File: config.mk
export PLATFORM = sky130hd
export DESIGN_NAME = rr_arbiter4
export DESIGN_NICKNAME = d
export VERILOG_FILES = /design/src/rtl/rr_arbiter4.sv
export SDC_FILE = /design/constraint.sdc
export NUM_CORES = 1
export LEC_CHECK = 0
export BUFFER_PORTS_ARGS = -buffer_cell sky130_fd_sc_hd__buf_2
export CORE_MARGIN = 1.5
export CORE_UTILIZATION = 62
export CTS_BUF_LIST = sky130_fd_sc_hd__clkbuf_4
export DETAILED_ROUTE_END_ITERATION = 16
export GPL_TIMING_DRIVEN = 0
export PLACE_DENSITY = 0.95
export RECOVER_POWER = 100
export SETUP_SLACK_MARGIN = 0.5
export SYNTH_ARGS = -nofsm -noshare
export SYNTH_HDL_FRONTEND = slang
export SYNTH_SLANG_ARGS = --single-unit
File: constraint.sdc
create_clock -name clk -period 4.55 [get_ports clk]
set_input_delay 0.91 -clock clk [delete_from_list [all_inputs] [get_ports clk]]
set_output_delay 0.91 -clock clk [all_outputs]
set_load 0.005 [all_outputs]
File: src/rtl/rr_arbiter4.sv
// Four-requester round-robin arbiter with registered one-hot grant, binary index
// and a hold-time limit that forces a handoff when other requesters are waiting.
module rr_arbiter4 #(
    parameter int unsigned MAX_HOLD = 8
) (
    input  logic       clk,
    input  logic       rst_n,
    input  logic       En,
    input  logic [3:0] Req,
    output logic [3:0] Gnt,
    output logic [1:0] Gidx,
    output logic       Gvalid
);

    typedef enum logic [0:0] {
        IDLE = 1'b0,
        BUSY = 1'b1
    } state_t;

    localparam logic [7:0] HOLD_MAX = 8'(MAX_HOLD);

    state_t     state_q, state_d;
    logic [1:0] ptr_q, ptr_d;
    logic [7:0] cnt_q, cnt_d;
    logic [3:0] gnt_q, gnt_d;
    logic [1:0] gidx_q, gidx_d;
    logic       gvalid_q, gvalid_d;
    logic       ready_q;
    logic [1:0] win_s;
    logic       revoke_s;

    // Scan downward so the lowest offset from ptr (highest priority) is written last.
    function automatic logic [1:0] rr_pick(input logic [3:0] req, input logic [1:0] ptr);
        logic [1:0] idx;
        logic [1:0] win;
        win = ptr;
        for (int i = 3; i >= 0; i--) begin
            idx = ptr + 2'(i);
            win = req[idx] ? idx : win;
        end
        return win;
    endfunction

    function automatic logic [3:0] decode2to4(input logic [1:0] idx);
        return 4'b0001 << idx;
    endfunction

    assign win_s    = rr_pick(Req, ptr_q);
    assign revoke_s = (Req[gidx_q] == 1'b0) ||
                      ((cnt_q == HOLD_MAX) && ((Req & ~gnt_q) != 4'b0000));

    // Next-state and next-output computation for the grant FSM.
    always_comb begin
        state_d  = state_q;
        ptr_d    = ptr_q;
        cnt_d    = cnt_q;
        gnt_d    = gnt_q;
        gidx_d   = gidx_q;
        gvalid_d = gvalid_q;
        case (state_q)
            IDLE: begin
                // ready_q delays the first grant by one edge after reset release.
                if (ready_q && En && (Req != 4'b0000)) begin
                    state_d  = BUSY;
                    gnt_d    = decode2to4(win_s);
                    gidx_d   = win_s;
                    gvalid_d = 1'b1;
                    cnt_d    = 8'd1;
                end else begin
                    gnt_d    = 4'b0000;
                    gvalid_d = 1'b0;
                end
            end
            BUSY: begin
                if (revoke_s) begin
                    state_d  = IDLE;
                    gnt_d    = 4'b0000;
                    gvalid_d = 1'b0;
                    ptr_d    = gidx_q + 2'd1;
                end else begin
                    cnt_d = (cnt_q >= HOLD_MAX) ? cnt_q : (cnt_q + 8'd1);
                end
            end
            default: begin
                state_d  = IDLE;
                gnt_d    = 4'b0000;
                gvalid_d = 1'b0;
            end
        endcase
    end

    // State and output registers, cleared asynchronously by rst_n.
    always_ff @(posedge clk or negedge rst_n) begin
        if (!rst_n) begin
            state_q  <= IDLE;
            ptr_q    <= 2'd0;
            cnt_q    <= 8'd0;
            gnt_q    <= 4'b0000;
            gidx_q   <= 2'd0;
            gvalid_q <= 1'b0;
            ready_q  <= 1'b0;
        end else begin
            state_q  <= state_d;
            ptr_q    <= ptr_d;
            cnt_q    <= cnt_d;
            gnt_q    <= gnt_d;
            gidx_q   <= gidx_d;
            gvalid_q <= gvalid_d;
            ready_q  <= 1'b1;
        end
    end

    assign Gnt    = gnt_q;
    assign Gidx   = gidx_q;
    assign Gvalid = gvalid_q;

endmodule

==> metrics.cfg <==
[yosys]
yosys_warnings=0
syn_inst=93
ys_seq_area_frac=0.488
synth_edf_count=0
syn_avg_cell_area_um2=10.5
syn_nets=102
async_flop_share=1.00
ys_types=34
synthFlopType=dfrtp_1
ys_ff_latch=19
synthesis.area_um2=975

[clock_network]
htreeDepth=1
hold_buffers=0
clockRootBuffer=clkbuf_4
numCtsBuffers=3
clock-sinks=19
cts.repair.resized=0
path_clk_slew_ps=100
post_cts_buffers=0
cts_tree=built
clock_path_buffers=2
insertion_delay_ps=300

[setup_path]
cp-end-kind=register
arrival_ps=2940
cp.required_ps=4780
worstPathMaxFanout=9
r2r_cells=5
critical_path_class=in2reg
worstSetupStartpointType=input pin

[die]
start_util=0.655
row_count=14
die_area_um2=1820
die_x_um=42.7
die_height_um=42.7
pin_count=14
coreArea_um2=1490

[grt]
grt_pass1_wl_mm=3.04
gr-total-overflow=0
grtUsageTotal=0.228
grt_max_degree=20
grt_pass1_vias=682
antenna_found_initial=0

[drt]
dr.pass1.iters=4
drtIter0Drc=7
num_vias=742
ant_nets=0
route.detailed.wl_per_inst_um=14.3
post-route-drc-count=0
vias_per_cell=5.89
wl_mm=1.81

[power]
finalPower_mw=0.520
p_switching_mw=0.190
pwr-share-clk=0.177
pwr-share-comb=0.347
peakVddDrop_mv=0.269
power_switching_share=0.365
pwr-share-seq=0.476
power.leakage_nw=0.499
p_int_mw=0.330
p_per_area_nw_per_um2=495

[placed_design]
io_buffers=13
finalWeightedCongestion=0.800
place_hpwl_mm=1.40
dp_slack_ps=2110

[timing]
setup_viol=0
max_freq_mhz=368
setup-tns-final_ps=0
holdWs_ps=515
tightest_slew_ps=994
fin_worst_skew_ps=7.51
slew_headroom=0.337
finalCritPeriodShare=0.597
finalHoldViolCount=0
fin_crit_ps=2720
worst_slack_ps=1830
slew_violations=0
rsz0062_at_grt=no

[cells_and_area]
drive_gt1_frac=0.145
num_antenna_cells=0
area_growth_pct=7.70
final_nets=120
num-fill-cells=125
utilization=0.705

[outcome]
outcome=finished, final reports clean

[hold_path]
hold_class=reg2reg
holdPathStages=1

[job]
max_cap_violations=0

kinds of logic (layout without fill, tap and decap cells):
| kind of cell | count (synthesis) | in the layout | share of synthesized area |
|---|---|---|---|
| other | 1 | 1 | 0.00385 |
| buffers and inverters | 7 | 24 | 0.0270 |
| DFF | 19 | 19 | 0.488 |
| and+or+nand+nor | 39 | 39 | 0.220 |
| adders and majority gates | 2 | 2 | 0.0257 |
| muxes | 4 | 4 | 0.0539 |
| xor gates and xnor gates | 1 | 1 | 0.00899 |
| AOI/OAI and AO/OA | 20 | 20 | 0.173 |
layout by cell type (no fill, tap or decap), types with 2 or more instances in the layout:
cell / Yosys / routed
a22o_1: 2 / 2
ha_1: 2 / 2
nor2b_1: 6 / 6
clkbuf_4: 0 / 4
nand4b_1: 2 / 2
buf_2: 0 / 9
o21ai_0: 5 / 5
nor2_1: 5 / 5
nand2_1: 13 / 13
a21oi_1: 2 / 2
and2_0: 0 / 3
inv_1: 5 / 5
clkbuf_1: 2 / 6
dfrtp_1: 19 / 19
a31oi_1: 3 / 3
mux2i_1: 3 / 3
layer usage:
layer | GRT usage | vias to the layer above | share of wire
met1 | 0.321 | 361 | 0.48
met3 | 0.0383 | 3 | 0.031
met2 | 0.352 | 11 | 0.48
met5 | 0 | - | 0
li1 | - | 367 | -
met4 | 0.0938 | 0 | 0.015
final timing paths:
kind | startpoint | to | slack [ps]
min | cnt_q[0] | cnt_q[0] | 520
min in group asynchronous | rst_n | ptr_q[1] | 740
max | Req[3] | cnt_q[1] | 1830
max in group asynchronous | rst_n | cnt_q[1] | 3210
max reg2reg | Gnt[1] | cnt_q[1] | 2280
min reg2reg | cnt_q[0] | cnt_q[0] | 520
state kept, by name, summed over array words and instances (netlist names):
signal	cells
Gnt	4
Gvalid	1
ptr_q	2
ready_q	1
state_q	1
Gidx	2
cnt_q	8
metrics by stage:
| step | instance area [um2] | std cells |
|---|---|---|
| floorplan | 975 | 93 |
| global placement | 1060 | 122 |
| detailed placement | 1060 | 122 |
| CTS | 1090 | 126 |
| global route | 1050 | 126 |
| finish | 1050 | 126 |
power groups by stage:
stage | registers (mW) | logic [mW] | clock network (mW)
after floorplan | 0.244 | 0.138 | 0
after global placement | 0.248 | 0.180 | 0
after detailed placement | 0.252 | 0.192 | 0
after CTS | 0.248 | 0.193 | 0.0944
after global routing | 0.253 | 0.200 | 0.100
final | 0.248 | 0.180 | 0.0918
layout make-up:
cell class / instances / area (um2) / area share
Inverter: 5 / 18.8 / 0.0179
Sequential cell: 19 / 475 / 0.453
Buffer: 2 / 7.51 / 0.00715
Tap cell: 16 / 20.0 / 0.0191
Clock buffer: 4 / 30.0 / 0.0286
Multi-Input combinational cell: 67 / 438 / 0.417
Timing Repair Buffer: 13 / 60.1 / 0.0572
worst max-delay path: stages:
cell       delay (ps)
clkbuf_1          170
nor2b_1           170
a2111oi_0         580
o311a_1           450
nor3b_1           430
mux2i_1           230
Yosys cell counts (2+ instances only):
cell type,instances,area (um2)
dfrtp_1,19,475
nand2_1,13,48.8
nor2b_1,6,37.5
inv_1,5,18.8
nor2_1,5,18.8
o21ai_0,5,25.0
and2_1,4,25.0
a31oi_1,3,18.8
mux2i_1,3,30.0
a21oi_1,2,10.0
a22o_1,2,17.5
clkbuf_1,2,7.51
ha_1,2,25.0
nand4b_1,2,17.5
Note: power is estimated with default switching activity, not from simulation.
